===== config.mk =====
export PLATFORM = sky130hd
export DESIGN_NAME = regfile_mp
export DESIGN_NICKNAME = d
export VERILOG_FILES = /design/src/rtl/regfile_mp.sv
export SDC_FILE = /design/constraint.sdc
export NUM_CORES = 2
export LEC_CHECK = 0
export CAP_MARGIN = 20
export CORE_ASPECT_RATIO = 0.5
export CORE_UTILIZATION = 40
export CTS_CLUSTER_DIAMETER = 60
export CTS_CLUSTER_SIZE = 16
export DETAILED_ROUTE_END_ITERATION = 16
export PLACE_DENSITY = 0.54
export SYNTH_ARGS = -nofsm -noshare
export SYNTH_HDL_FRONTEND = slang
export SYNTH_SLANG_ARGS = --single-unit

===== constraint.sdc =====
create_clock -name clk -period 3.3 [get_ports clk]
set_clock_uncertainty 0.05 [all_clocks]
set_input_delay 0.66 -clock clk [delete_from_list [all_inputs] [get_ports clk]]
set_output_delay 0.66 -clock clk [all_outputs]
set_load 0.1 [all_outputs]

===== src/rtl/regfile_mp.sv =====
// rtl/regfile_mp.sv - multi-port register file with dual write, bypass, zero register and busy scoreboard
module regfile_mp #(
  parameter int DATA_W   = 32,
  parameter int DEPTH    = 32,
  parameter int ADDR_W   = $clog2(DEPTH),
  parameter int NUM_RD   = 2,
  parameter bit BYPASS   = 1'b1,
  parameter bit ZERO_REG = 1'b1
) (
  input  logic                     clk,
  input  logic                     rst_n,
  input  logic [NUM_RD*ADDR_W-1:0] rd_addr,
  output logic [NUM_RD*DATA_W-1:0] rd_data,
  output logic [NUM_RD-1:0]        rd_busy,
  input  logic                     wr0_en,
  input  logic [ADDR_W-1:0]        wr0_addr,
  input  logic [DATA_W-1:0]        wr0_data,
  input  logic                     wr1_en,
  input  logic [ADDR_W-1:0]        wr1_addr,
  input  logic [DATA_W-1:0]        wr1_data,
  input  logic                     claim_en,
  input  logic [ADDR_W-1:0]        claim_addr,
  output logic                     wr_conflict
);

  logic [DATA_W-1:0] regs [DEPTH];
  logic [DEPTH-1:0]  busy;
  logic [DEPTH-1:0]  wr0_hit;
  logic [DEPTH-1:0]  wr1_hit;
  logic [DEPTH-1:0]  claim_hit;
  logic              wr0_ok;
  logic              wr1_ok;
  logic              claim_ok;
  logic              conflict_next;

  // Accesses to a hardwired zero register are dropped before decode.
  always_comb begin
    wr0_ok        = wr0_en   && !(ZERO_REG && (wr0_addr == '0));
    wr1_ok        = wr1_en   && !(ZERO_REG && (wr1_addr == '0));
    claim_ok      = claim_en && !(ZERO_REG && (claim_addr == '0));
    conflict_next = wr0_ok && wr1_ok && (wr0_addr == wr1_addr);
    wr0_hit       = '0;
    wr1_hit       = '0;
    claim_hit     = '0;
    wr0_hit[wr0_addr]     = wr0_ok;
    wr1_hit[wr1_addr]     = wr1_ok;
    claim_hit[claim_addr] = claim_ok;
  end

  always_ff @(posedge clk or negedge rst_n) begin
    if (!rst_n) begin
      for (int i = 0; i < DEPTH; i++) regs[i] <= '0;
      busy        <= '0;
      wr_conflict <= 1'b0;
    end else begin
      for (int i = 0; i < DEPTH; i++) begin
        if (wr1_hit[i])      regs[i] <= wr1_data;
        else if (wr0_hit[i]) regs[i] <= wr0_data;
      end
      // A claim on the writeback edge wins so back-to-back producers stay tracked.
      busy        <= claim_hit | (busy & ~(wr0_hit | wr1_hit));
      wr_conflict <= conflict_next;
    end
  end

  always_comb begin
    logic [ADDR_W-1:0] ra;
    ra      = '0;
    rd_data = '0;
    rd_busy = '0;
    for (int k = 0; k < NUM_RD; k++) begin
      ra = rd_addr[k*ADDR_W +: ADDR_W];
      if (ZERO_REG && (ra == '0)) begin
        rd_data[k*DATA_W +: DATA_W] = '0;
        rd_busy[k]                  = 1'b0;
      end else if (BYPASS && wr1_en && (wr1_addr == ra)) begin
        rd_data[k*DATA_W +: DATA_W] = wr1_data;
        rd_busy[k]                  = 1'b0;
      end else if (BYPASS && wr0_en && (wr0_addr == ra)) begin
        rd_data[k*DATA_W +: DATA_W] = wr0_data;
        rd_busy[k]                  = 1'b0;
      end else begin
        rd_data[k*DATA_W +: DATA_W] = regs[ra];
        rd_busy[k]                  = busy[ra];
      end
    end
  end

endmodule


==> metrics.yaml <==
run_status:
  status: "finished, violations left"
  violations: "negative setup slack"
clock_tree:
  clock_sinks: 1057
  h-tree-depth: 3
  cts-root-buf: "clkbuf_16"
  worstSkewPairLatency_ns: 0.72
  cts_buffers: 80
  path_clk_slew_ns: 0.08
  cts_buffer_depth: 3
  tritoncts: "built"
critical_path:
  crit_fanout: 7
  critical_path_class: "input port to output pin"
  required_ns: 2.59
  worstPathArrival_ns: 3.11
  cp_slowest_cell: "mux4_2"
  endpoint_kind: "output pin"
  crit_buf_inv: 6
  cp_cell_sequence: "buf_16, buf_16, buf_12, buf_8, mux4_2, a22o_1, a211oi_2, buf_4, nor4_2, a221o_2, buf_12"
  crit_family: "buffers and inverters"
  worst_path_largest_cell_delay_ns: 0.49
  cp-start-kind: "input port"
sta:
  setup_slack_ns: -0.5164
  period_share_pct: 115.6
  hold_violations: 0
  whs_ns: 0.3532
  setup_viol: 65
  max_freq_mhz: 262.0
  slew_viol_final: 0
  tightest_slew_ns: 0.9806
  rsz0062_at_grt: "true"
  slew_headroom_pct: 34.49
  fin_crit_ns: 3.816
grt:
  grt_max_degree: 114
  gr-total-overflow: 0
  antenna_found_initial: 6
  grt_pass1_vias: 56400
  grt_use_total_pct: 36.36
  grt_pass1_wl_mm: 434.3
detailed_routing:
  wire_per_inst_um: 35.68
  drtIter0Drc: 8540
  wirelength_mm: 316.7
  first_pass_iters: 6
  drc: 0
  via_per_inst: 6.662
  num_vias: 59120
  ant_nets: 0
placed_design:
  pre_cts_ws_ns: -0.8930
  gp_congestion: 0.9456
  portBuffers: 160
  hpwlAfterDp_mm: 200.3
cells_and_area:
  nets: 6745
  multi_input_area_um2: 38200
  area_delta_synth_final_pct: 23.34
  n_fill_cell: 14550
  regArea_um2: 26450
  layout-drive-gt1-share_pct: 26.28
yosys:
  syn-cell-area_um2: 66660
  syn_inst: 6463
  synth_area_leaders: "dfrtp_1, mux2i_1, mux4_2"
  synth_seq_cells: 1057
  synth_warnings: 0
  async_reset_ff_share_pct: 100.0
  synth_top_cell_by_area: "dfrtp_1"
  yosysUniqueCellTypes: 62
  synth_enable_flop_cells: 0
  yosysMostFrequentCell: "mux2i_1"
  synth_fp_nets: 6557
  yosysSeqAreaShare_pct: 39.68
  synth_top_area_share_pct: 39.68
  synth-main-ff-cell: "dfrtp_1"
  syn_avg_cell_area_um2: 10.31
  synth_commonest_cells: "mux2i_1, dfrtp_1, nand2_1"
floorplanning:
  fp-row-count: 105
  die_h_um: 290.7
  start_util_pct: 40.46
  die_width_um: 579.3
  core_area_um2: 164700
  die-area_um2: 168400
  ios: 161
flow_run:
  cap_violations: 0
power:
  p_total_mw: 44.15
  p_leak_nw: 36.62
  irDropWorstVdd_mv: 0.3815
  power.density_nw_per_um2: 537.0
worst_hold_path:
  hold_class: "flop to flop"
sequential cells by signal, summed over array words and instances (netlist names):
signal,flops
regs,1024
wr_conflict,1
busy,32
worst paths after layout:
kind	startpoint	end	slack (ns)	cells past startpoint
max reg2reg	regs[159]	regs[159]	2.34	3
max in group asynchronous	rst_n	regs[792]	1.50	3
min	regs[1010]	regs[1010]	0.35	0
max	rd_addr[0]	rd_data[21]	-0.52	11
min in group asynchronous	rst_n	regs[198]	0.48	2
min reg2reg	regs[1010]	regs[1010]	0.35	0
layout by cell type (no fill, tap or decap), drive strengths merged, types with 33 or more instances in the layout:
cell type      netlist  routed
o21ai              558     558
a22o                69      69
buf                295     861
nand2              633     633
a22oi               33      33
a21oi              569     569
o221ai              93      93
clkdlybuf4s50        0      70
clkbuf             562     119
dfrtp             1057    1057
nor3                35      35
mux4               404     404
mux2                65      65
a211oi              33      33
a32o                44      44
mux2i             1220    1220
nor2               526     526
power by group:
| group | switching [mW] | internal (mW) |
|---|---|---|
| Clock | 5.39 | 5.22 |
| Sequential | 2.82 | 16.3 |
| Combinational | 7.38 | 7.08 |
| Total | 15.6 | 28.6 |
cell type report:
type                            instances  share of cell area [%]
Clock buffer                           95                   2.678
Tap cell                             2193                   3.337
Timing Repair Buffer                  963                   14.90
Sequential cell                      1057                   32.17
Clock inverter                         15                  0.3728
Antenna cell                            2                0.006087
Multi-Input combinational cell       4533                   46.46
Inverter                               16                 0.07457
kinds of logic (layout without fill, tap and decap cells):
| group | Yosys count | after routing | share of synthesized area [%] |
|---|---|---|---|
| and+or+nand+nor | 1312 | 1312 | 7.956 |
| DFF | 1057 | 1057 | 39.68 |
| xor gates and xnor gates | 25 | 25 | 0.3285 |
| muxes | 1689 | 1689 | 33.07 |
| buffers and inverters | 873 | 1089 | 5.458 |
| other | 0 | 2 | 0 |
| AOI/OAI and AO/OA | 1507 | 1507 | 13.51 |
what timing repair did:
item,in CTS,in global routing
setup buffers,60,88
endpoints found under the hold margin,26,0
pin swaps,57,97
gates cloned,9,19
resized for setup,213,212
setup endpoints to repair,66,66
hold buffers,1,0
metrics by stage:
stage	cells	area [um^2]	setup TNS, ns	utilization [%]
floorplan	6463	66900	-0.9110	-
global placement	8603	76040	-40.58	46.16
detailed placement	8603	76040	-40.29	46.16
CTS	8781	80190	-14.42	48.67
global route	8873	82220	-15.91	49.91
finish	8874	82220	-14.37	49.91
per-layer routing:
| layer | vias to the layer above | share of wire [%] | GRT usage [%] | wire length (um) |
|---|---|---|---|---|
| met5 | - | 0.013 | 0 | 41 |
| met4 | 6 | 6.7 | 21.15 | 21210 |
| met3 | 947 | 12 | 10.63 | 38680 |
| met2 | 4279 | 42 | 51.84 | 133200 |
| li1 | 23940 | - | - | - |
| met1 | 29950 | 39 | 49.05 | 123500 |
Power figures use the tool's default switching activity.
